File: src/rtl/gate_resp_misr.sv
// Response compactor: accepts VEC_COUNT words over valid/ready, folds them into a MISR
// and compares the final signature with exp_sig. Define RESP_XMASK_EN to add resp_mask.
module gate_resp_misr #(
  parameter int               RESP_W    = 5,
  parameter int               SIG_W     = 16,
  parameter int               VEC_COUNT = 512,
  parameter logic [SIG_W-1:0] POLY      = 16'h1021,
  parameter logic [SIG_W-1:0] SEED      = 16'h0000,
  localparam int              CNT_W     = $clog2(VEC_COUNT+1)
) (
  input  logic              clk,
  input  logic              rst_n,
  input  logic              start,
  input  logic              resp_valid,
  output logic              resp_ready,
  input  logic [RESP_W-1:0] resp_data,
`ifdef RESP_XMASK_EN
  input  logic [RESP_W-1:0] resp_mask,
`endif
  input  logic [SIG_W-1:0]  exp_sig,
  output logic              busy,
  output logic              done,
  output logic              pass,
  output logic [SIG_W-1:0]  signature,
  output logic [CNT_W-1:0]  vec_cnt
);

  typedef enum logic [1:0] {S_IDLE, S_RUN, S_CHECK, S_DONE} state_t;

  state_t             r_state, w_next;
  logic [SIG_W-1:0]   r_sig;
  logic [CNT_W-1:0]   r_cnt;
  logic               r_pass;
  logic               w_xfer, w_last, w_start;
  logic [RESP_W-1:0]  w_word;
  logic [SIG_W-1:0]   w_misr;

`ifdef RESP_XMASK_EN
  // Masked bits are forced to 0 so X/don't-care outputs cannot disturb the signature.
  assign w_word = resp_data & ~resp_mask;
`else
  assign w_word = resp_data;
`endif

  assign w_misr  = {r_sig[SIG_W-2:0], 1'b0} ^ (r_sig[SIG_W-1] ? POLY : '0) ^ SIG_W'(w_word);
  assign w_xfer  = resp_valid && (r_state == S_RUN);
  assign w_last  = w_xfer && (r_cnt == CNT_W'(VEC_COUNT-1));
  assign w_start = start && (r_state == S_IDLE || r_state == S_DONE);

  always_ff @(posedge clk) begin
    if (!rst_n) r_state <= S_IDLE;
    else        r_state <= w_next;
  end

  always_comb begin
    w_next = r_state;
    case (r_state)
      S_IDLE:  if (start) w_next = S_RUN;
      S_RUN:   if (w_last) w_next = S_CHECK;
      S_CHECK: w_next = S_DONE;
      S_DONE:  if (start) w_next = S_RUN;
      default: w_next = S_IDLE;
    endcase
  end

  always_ff @(posedge clk) begin
    if (!rst_n) begin
      r_sig  <= SEED;
      r_cnt  <= '0;
      r_pass <= 1'b0;
    end else if (w_start) begin
      r_sig  <= SEED;
      r_cnt  <= '0;
      r_pass <= 1'b0;
    end else if (w_xfer) begin
      r_sig  <= w_misr;
      r_cnt  <= r_cnt + CNT_W'(1);
    end else if (r_state == S_CHECK) begin
      r_pass <= (r_sig == exp_sig);
    end
  end

  // Handshake and status are pure decodes of the state register.
  always_comb begin
    resp_ready = (r_state == S_RUN);
    busy       = (r_state == S_RUN) || (r_state == S_CHECK);
    done       = (r_state == S_DONE);
  end

  assign pass      = r_pass;
  assign signature = r_sig;
  assign vec_cnt   = r_cnt;

endmodule

File: config.mk
export PLATFORM = sky130hd
export DESIGN_NAME = gate_resp_misr
export DESIGN_NICKNAME = d
export VERILOG_FILES = /design/src/rtl/gate_resp_misr.sv
export SDC_FILE = /design/constraint.sdc
export NUM_CORES = 1
export LEC_CHECK = 0
export CORE_MARGIN = 2
export CORE_UTILIZATION = 47
export CTS_CLUSTER_DIAMETER = 80
export DETAILED_ROUTE_END_ITERATION = 10
export PLACE_DENSITY = 0.89
export SLEW_MARGIN = 0
export SYNTH_ARGS = -nofsm -noshare
export SYNTH_HDL_FRONTEND = slang
export SYNTH_SLANG_ARGS = --single-unit
File: constraint.sdc
create_clock -name clk -period 3.2 [get_ports clk]
set_clock_uncertainty 0.2 [all_clocks]
set_input_delay 0.48 -clock clk [delete_from_list [all_inputs] [get_ports clk]]
set_output_delay 0.48 -clock clk [all_outputs]
set_load 0.01 [all_outputs]
Word level (Yosys, flattened, before mapping)
Cells that the tools add are included.

cells by class
  bitwise gates (word level) = 4
  eq/ne operators = 7
  add/subtract/negate cells = 1
  multiplexer cells = 4
  reductions and logical operators = 10

operators by type and width
  operator               number
  $eq 16x16->1           1
  $xor 16x13->16         1
  $xor 16x5->16          1
  $mux 13                1
  $add 10x1->10 const B  1
  $eq 10x9->1 const B    1
  $pmux 2 s3             1
  $eq 2x2->1 const B     2
  $mux 2                 2
  $ne 2x1->1 const B     2
  $reduce_and 2->1       2
  $reduce_or 2->1        2
  $logic_and 1x1->1      3
  $eq 2x1->1 const B     1
  $logic_not 2->1        1
  $logic_or 1x1->1       2
  $not 1->1              2

word-level totals
  logic and storage cells = 30
  output and inout bits = 30
  register bits after elaboration = 29
  input port bits = 25

Longest topological paths before layout
Gate-level depths: netlist of the first run.

  word-level depth = 5
  mapped depth = 7
  mapped depth without buffers = 6

Worst setup path before layout of the first run
Ideal clock, no wire load.

  path kind = register to register
  from = reg r_state[1]
  to = reg r_state[1]
  slack = 1,433 ps
  required time = 2,884 ps
  library setup time = 116 ps
  data arrival time = 1,451 ps
  clock period less this slack = 1,767 ps
  stages on the path, launching flop included = 7
  path through = dfxtp_1 -> inv_1 -> ha_1 -> nand4_1 -> o41ai_2 -> a211oi_1 -> a31o_1

on the way
  word-level cells in the longest chain between the ends = 5
  elaborated cells between the ends (all ways) = 11

ends and longest elaborated chain
  item                               RTL line  text
  from (decl)                        30        state_t r_state, w_next;
  from (signal assigned)             52        else r_state <= w_next;
  $eq 2x1->1 (*)                     -
  via resp_ready                     15        output logic resp_ready,
  $logic_and 1x1->1                  46        assign w_xfer = resp_valid && (r_state == S_RUN);
  $logic_and 1x1->1                  47        assign w_last = w_xfer && (r_cnt == CNT_W'(VEC_COUNT-1));
  $ne 2x1->1 (no source line)        -
  $reduce_and 2->1 (no source line)  -

Mark *: on every way through the listed nets, which the timed path passes. The rest lies on a longest branch.
A chain may end at the register's enable or synchronous reset.

Final worst setup path of the first run
  from = reg r_state[0]
  to = out busy

on the way
  word-level cells in the longest chain between the ends = 2
  elaborated cells between the ends (all ways) = 3

ends and longest elaborated chain
  item                                      RTL line  text
  $eq 2x1->1 or $eq 2x2->1 (tied branches)  86        busy = (r_state == S_RUN) || (r_state == S_CHECK);
  $logic_or 1x1->1 (*)                      86
  to (decl)                                 21        output logic busy,

Every way passes the cells marked *; elsewhere a longest branch is shown, timed or not.

==> impl_metrics.csv, run 1 <==
group,metric,value,unit
synthesis,syn_area,1485,sq um
min_path,holdPathEnd,"pass$_SDFFE_PP0P_",
global_routing,grt_max_degree,29,
setup_path,reg2reg_depth,6,
flow_run,max_cap_violations,0,
floorplan,die_x,60.22,microns
timing,tns,0,ns
power,pwr-share-clk,0.216,
finish,drive_above_1_share,0.04587,
power,switching_share,0.3353,
min_path,min_from,"pass$_SDFFE_PP0P_",
synthesis,ys_ff_latch,29,
timing,whs,0.3020,ns
drt,postRouteAntennaNets,0,
timing,drv_slew,0,
global_routing,antenna_found_initial,0,
floorplan,fp.dieArea,3626,sq um
global_routing,grt_pass1_vias,1147,
setup_path,crit_required,2.52,ns
finish,final_cells,262,
global_routing,grt_pass1_wl,5.161,mm
timing,worst-slew-pin-transition,0.5455,ns
setup_path,worstPathMaxFanout,4,
synthesis,syn_inst,173,
drt,routed_wl,3.098,mm
finish,fillers,252,
clock_network,cts_resized,0,
timing,setup_violations,0,
clock_network,clock_latency,0.33,ns
synthesis,async_reset_ff_frac,0,
clock_network,holdBufCountCts,0,
synthesis,ys_seq_area_frac,0.3909,
floorplan,io_pins,55,
power,power_density,509.0,nW/um^2
placed_design,dpl.hpwl,2.274,mm
timing,final.min_clock_period,2.400,ns
min_path,whs_path_depth,2,
synthesis,synth_area_per_cell,8.585,sq um
clock_network,path_clk_slew,0.09,ns
clock_network,root_buffer,"clkbuf_4",
floorplan,core-area,3028,sq um
finish,diodes,0,
drt,drt_pre_antenna_iters,4,
setup_path,reg2reg_to,"vec_cnt[9]$_SDFFE_PP0P_",
setup_path,r2r_slack,1.19,ns
outcome,status,"complete, no violations",
clock_network,htree_levels,2,
synthesis,synth_common_cells,"dfxtp_1 (29), nand2_1 (26), xor2_1 (18)",
timing,rsz0062_at_grt,"no",
placed_design,placedCellCount,255,
clock_network,cts_tree,"yes",
finish,fin_nets,247,
drt,drcViolationCount,0,
clock_network,cts_buffers,5,
power,p_int,0.6882,mW
setup_path,start_kind,"flop",
finish,ff_latch_area,580.6,sq um
synthesis,syn_nets,202,
placed_design,place.gp.congestion,0.8004,
synthesis,synth-edff-count,0,
timing,final_hold_viol_count,0,
clock_network,cts_sinks,29,
floorplan,fp.dieH,60.22,microns
synthesis,synth.area.top_cells,"dfxtp_1 (39%), xor2_1 (11%), xnor2_1 (7.7%)",
min_path,hp-class,"reg2reg",
synthesis,yosys.area.top_type,"dfxtp_1",
synthesis,yosysMostFrequentCell,"dfxtp_1",
drt,avgViaCountPerCell,5.011,
power,ir_worst_vdd,0.3058,mV
drt,routedWlPerCell,11.82,microns
drt,vias,1313,
finish,multi_input_comb_area,773.2,sq um
setup_path,rr_startpoint,"r_state[1]$_SDFFE_PN0P_",
global_routing,overflow,0,
power,p_switching,0.3472,mW
synthesis,synth_top_area_share,0.3909,
setup_path,arrival,1.72,ns
synthesis,ys_types,28,
setup_path,path_class,"reg2out",
setup_path,end_kind,"output pin",
floorplan,rows,20,
clock_network,clock_path_buffers,2,
floorplan,initial_core_util,0.4905,
placed_design,port_buffers,54,
drt,drt-initial-drc-count,48,
synthesis,ys.flop_type,"dfxtp_1",
power,leakage,0.7238,nW
synthesis,ys.warnings.count,0,
clock_network,cts_setup_buffers,0,
timing,max_freq,416.7,MHz
timing,post-route-period-util,0.7500,
power,p_seq_frac,0.424,
power,combPwrFrac,0.359,
timing,maxSlewHeadroom,0.6363,
finish,area_delta_synth_final,36.98,%
global_routing,grt_usage,0.1960,
==> flip-flops by register name, summed over array words and instances (netlist names) <==
register and flops:
r_state 2, signature 16, vec_cnt 10, pass 1
==> worst max-delay path by stage <==
stage / start / to / slack, ns
after global routing: r_state[0]$_SDFFE_PN0P_ / busy / 0.68
after floorplan: r_state[1]$_SDFFE_PN0P_ / r_state[1]$_SDFFE_PN0P_ / 1.43
after global placement: rst_n / pass$_SDFFE_PP0P_ / 0.99
final: r_state[0]$_SDFFE_PN0P_ / busy / 0.80
after detailed placement: rst_n / pass$_SDFFE_PP0P_ / 0.95
after CTS: r_state[0]$_SDFFE_PN0P_ / busy / 0.78
==> cells in the final DEF (no fill, tap or decap), types with 2 or more instances in the layout <==
cell type / instances
clkdlybuf4s50_1: 54
dfxtp_1: 29
nand2_1: 26
xor2_1: 18
nor2_1: 16
xnor2_1: 13
a21oi_1: 11
a211oi_1: 8
inv_1: 6
nor4_1: 6
clkbuf_4: 5
ha_1: 4
nor3_1: 3
nand3_1: 3
nand4_1: 2
==> per-stage QoR <==
stage          utilization  setup slack (ns)  power [mW]  area, sq um
6_report            0.6719            0.8001       1.035         2034
3_5_place_dp        0.6537            0.9475      0.8218         1979
4_1_cts             0.6719            0.7813       1.045         2034
3_3_place_gp        0.6537            0.9921      0.8143         1979
5_1_grt             0.6719            0.6783       1.102         2034
2_1_floorplan            -             1.433      0.6815         1485
==> logic make-up (layout without fill, tap and decap cells) <==
group | after synthesis | in the layout | synth area share
AOI/OAI and AO/OA | 25 | 25 | 0.1171
and+or+nand+nor | 61 | 61 | 0.1870
buffers and inverters | 23 | 68 | 0.08845
DFF | 29 | 29 | 0.3909
xor gates and xnor gates | 31 | 31 | 0.1828
adders and majority gates | 4 | 4 | 0.03370
==> layout make-up <==
type,instances,area share
Clock buffer,7,0.02706
Tap cell,44,0.02706
Timing Repair Buffer,55,0.2694
Multi-Input combinational cell,121,0.3801
Sequential cell,29,0.2854
Inverter,6,0.01107
==> power by group through the flow <==
stage / combinational (mW) / clock (mW) / sequential [mW]
floorplan: 0.234 / 0 / 0.448
global placement: 0.368 / 0 / 0.447
detailed placement: 0.373 / 0 / 0.449
CTS: 0.376 / 0.229 / 0.440
global route: 0.410 / 0.246 / 0.446
finish: 0.372 / 0.224 / 0.439
==> layer usage <==
metal,wire length [microns],up-vias,global-route usage
met5,0,-,0
met4,63,0,0.08254
met3,187,5,0.06926
met2,1430,42,0.2842
met1,1415,603,0.2619
li1,-,663,-
==> worst max-delay path, stage by stage (launching register included) <==
cell and delay, ns:
dfxtp_1 0.39, inv_1 0.06, ha_1 0.33, inv_1 0.08
clkdlybuf4s50_1 0.53
No activity file was read; power rests on OpenSTA's default activity.
==> run 2, diff against run 1 <==
--- a/config.mk
+++ b/config.mk
@@ -6,10 +6,10 @@
 export NUM_CORES = 1
 export LEC_CHECK = 0
 export CORE_MARGIN = 2
-export CORE_UTILIZATION = 47
+export CORE_UTILIZATION = 44
 export CTS_CLUSTER_DIAMETER = 80
 export DETAILED_ROUTE_END_ITERATION = 10
-export PLACE_DENSITY = 0.89
+export PLACE_DENSITY = 0.85
 export SLEW_MARGIN = 0
 export SYNTH_ARGS = -nofsm -noshare
 export SYNTH_HDL_FRONTEND = slang
==> constraint.sdc (replaced) <==
create_clock -name clk -period 2.3 [get_ports clk]
set_clock_uncertainty 0.2 [all_clocks]
set_input_delay 0.345 -clock clk [delete_from_list [all_inputs] [get_ports clk]]
set_output_delay 0.345 -clock clk [all_outputs]
set_load 0.01 [all_outputs]
==> impl_metrics.csv, run 2 (synthesized netlist as in run 1, its figures left out) <==
group,metric,value,unit
placed_design,placedCellCount,259,
floorplan,die_x,62.10,microns
finish,drive_above_1_share,0.06335,
drt,routed_wl,3.180,mm
setup_path,crit_top_cell,"inv_1",
drt,avgViaCountPerCell,4.753,
clock_network,path_clk_slew,0.09,ns
setup_path,slowest_stage,"clkdlybuf4s50_1",
power,p_seq_frac,0.424,
clock_network,cts_setup_buffers,0,
min_path,holdPathEnd,"pass$_SDFFE_PP0P_",
setup_path,crit_required,1.75,ns
global_routing,met1_usage,0.2340,
finish,largest_reg_flops,16,
power,power,1.446,mW
timing,setup_violations,0,
floorplan,core-area,3284,sq um
setup_path,critical_path.max_stage_delay,0.53,ns
clock_network,cts_tree,"yes",
drt,drcViolationCount,0,
floorplan,initial_core_util,0.4522,
clock_network,clock_path_buffers,2,
power,combPwrFrac,0.378,
global_routing,grt_pass1_vias,1137,
min_path,min_from,"pass$_SDFFE_PP0P_",
finish,area_delta_synth_final,38.84,%
power,leakage,0.7368,nW
global_routing,grt_util_met3,0.06159,
timing,max_freq,455.5,MHz
placed_design,port_buffers,54,
power,power_density,701.1,nW/um^2
global_routing,grt_usage,0.1784,
timing,drv_slew,0,
drt,routedWlPerCell,11.91,microns
setup_path,start_kind,"flop",
finish,layout_common_cells,"clkdlybuf4s50_1 (54), dfxtp_1 (28), nand2_1 (26), xor2_1 (18), nor2_1 (16)",
setup_path,rr_startpoint,"r_state[1]$_SDFFE_PN0P_",
power,switching_share,0.3393,
setup_path,cp_num_buf_inv,3,
placed_design,place.gp.congestion,0.7719,
global_routing,overflow,0,
timing,rsz0062_at_grt,"no",
global_routing,busiest_layer,"met2",
drt,drt_pre_antenna_iters,4,
setup_path,reg2reg_to,"r_state[1]$_SDFFE_PN0P_",
placed_design,dpl.hpwl,2.457,mm
flow_run,max_cap_violations,0,
clock_network,cts_buffers,5,
global_routing,antenna_found_initial,0,
min_path,hp-class,"reg2reg",
drt,vias,1269,
floorplan,fp.dieArea,3856,sq um
floorplan,rows,21,
timing,post-route-period-util,0.9544,
timing,worst-slew-pin-transition,0.3769,ns
drt,postRouteAntennaNets,0,
setup_path,path_cells,"inv_1 > ha_1 > inv_1 > clkdlybuf4s50_1",
timing,final.min_clock_period,2.195,ns
outcome,status,"complete, no violations",
timing,final_hold_viol_count,0,
min_path,whs_path_depth,2,
power,p_switching,0.4905,mW
timing,maxSlewHeadroom,0.7487,
clock_network,clock_latency,0.32,ns
floorplan,io_pins,55,
finish,fin_nets,249,
clock_network,root_buffer,"clkbuf_4",
setup_path,arrival,1.65,ns
drt,drt-initial-drc-count,34,
finish,diodes,0,
global_routing,grt_pass1_wl,5.492,mm
finish,layout_commonest_cell,"clkdlybuf4s50_1",
finish,fin_area,2062,sq um
timing,tns,0,ns
placed_design,placed_cell_area,2009,sq um
setup_path,worstPathMaxFanout,4,
power,pwr-share-clk,0.198,
clock_network,cts_sinks,29,
timing,whs,0.2845,ns
clock_network,htree_levels,2,
setup_path,reg2reg_depth,6,
finish,final_cells,267,
power,p_int,0.9551,mW
global_routing,grt_max_degree,20,
floorplan,fp.dieH,62.10,microns
setup_path,crit_family,"buffers and inverters",
global_routing,use_met2,0.2717,
setup_path,end_kind,"output pin",
power,ir_worst_vdd,0.5089,mV
setup_path,path_class,"reg2out",
setup_path,r2r_slack,0.46,ns
## run 2: area by class of cell
type / instances / area, sq um
tap: 46 / 57.56
fill: 288 / 1222
inverter: 6 / 22.52
clock buffer: 6 / 41.29
clock inverter: 2 / 10.01
multi-input combinational: 121 / 773.2
timing repair buffer: 57 / 575.6
sequential: 29 / 581.8
## run 2: through the flow
step,worst slack (ns),utilization
global route,0.01730,0.6278
global placement,0.3268,0.6118
detailed placement,0.2943,0.6118
finish,0.1048,0.6278
floorplan,0.5334,-
CTS,0.03217,0.6274
## run 2: worst reg2reg max path, stage by stage (launching register included)
cell and delay (ns):
dfxtp_1 0.34, inv_1 0.08, ha_1 0.27, nand4_1 0.20, o41ai_2 0.35, a211oi_1 0.12
a31o_1 0.19
## run 2: timing repair
| item | 4_1_cts | 5_1_grt |
|---|---|---|
| endpoints found under the setup margin | 0 | 1 |
| hold buffers | 0 | 0 |
| resized for setup | 0 | 1 |
## run 2: routing by layer
metal | vias up | wire, microns
met3 | 6 | 204
li1 | 663 | -
met2 | 44 | 1396
met4 | 0 | 50
met5 | - | 0
met1 | 556 | 1529
## run 2: how the worst max path moves through the flow
stage | start | endpoint | slack, ns | cells past startpoint
finish | r_state[0]$_SDFFE_PN0P_ | busy | 0.10 | 4
global route | r_state[0]$_SDFFE_PN0P_ | busy | 0.02 | 4
CTS | r_state[0]$_SDFFE_PN0P_ | busy | 0.03 | 4
detailed placement | resp_valid | r_state[1]$_SDFFE_PN0P_ | 0.29 | 5
global placement | resp_valid | r_state[1]$_SDFFE_PN0P_ | 0.33 | 5
floorplan | r_state[1]$_SDFFE_PN0P_ | r_state[1]$_SDFFE_PN0P_ | 0.53 | 6
## run 2: power by group through the flow
stage / Combinational, mW / Sequential [mW] / Clock (mW)
2_1_floorplan: 0.325 / 0.623 / 0
3_3_place_gp: 0.541 / 0.621 / 0
3_5_place_dp: 0.549 / 0.623 / 0
4_1_cts: 0.552 / 0.611 / 0.300
5_1_grt: 0.606 / 0.622 / 0.328
6_report: 0.546 / 0.612 / 0.287
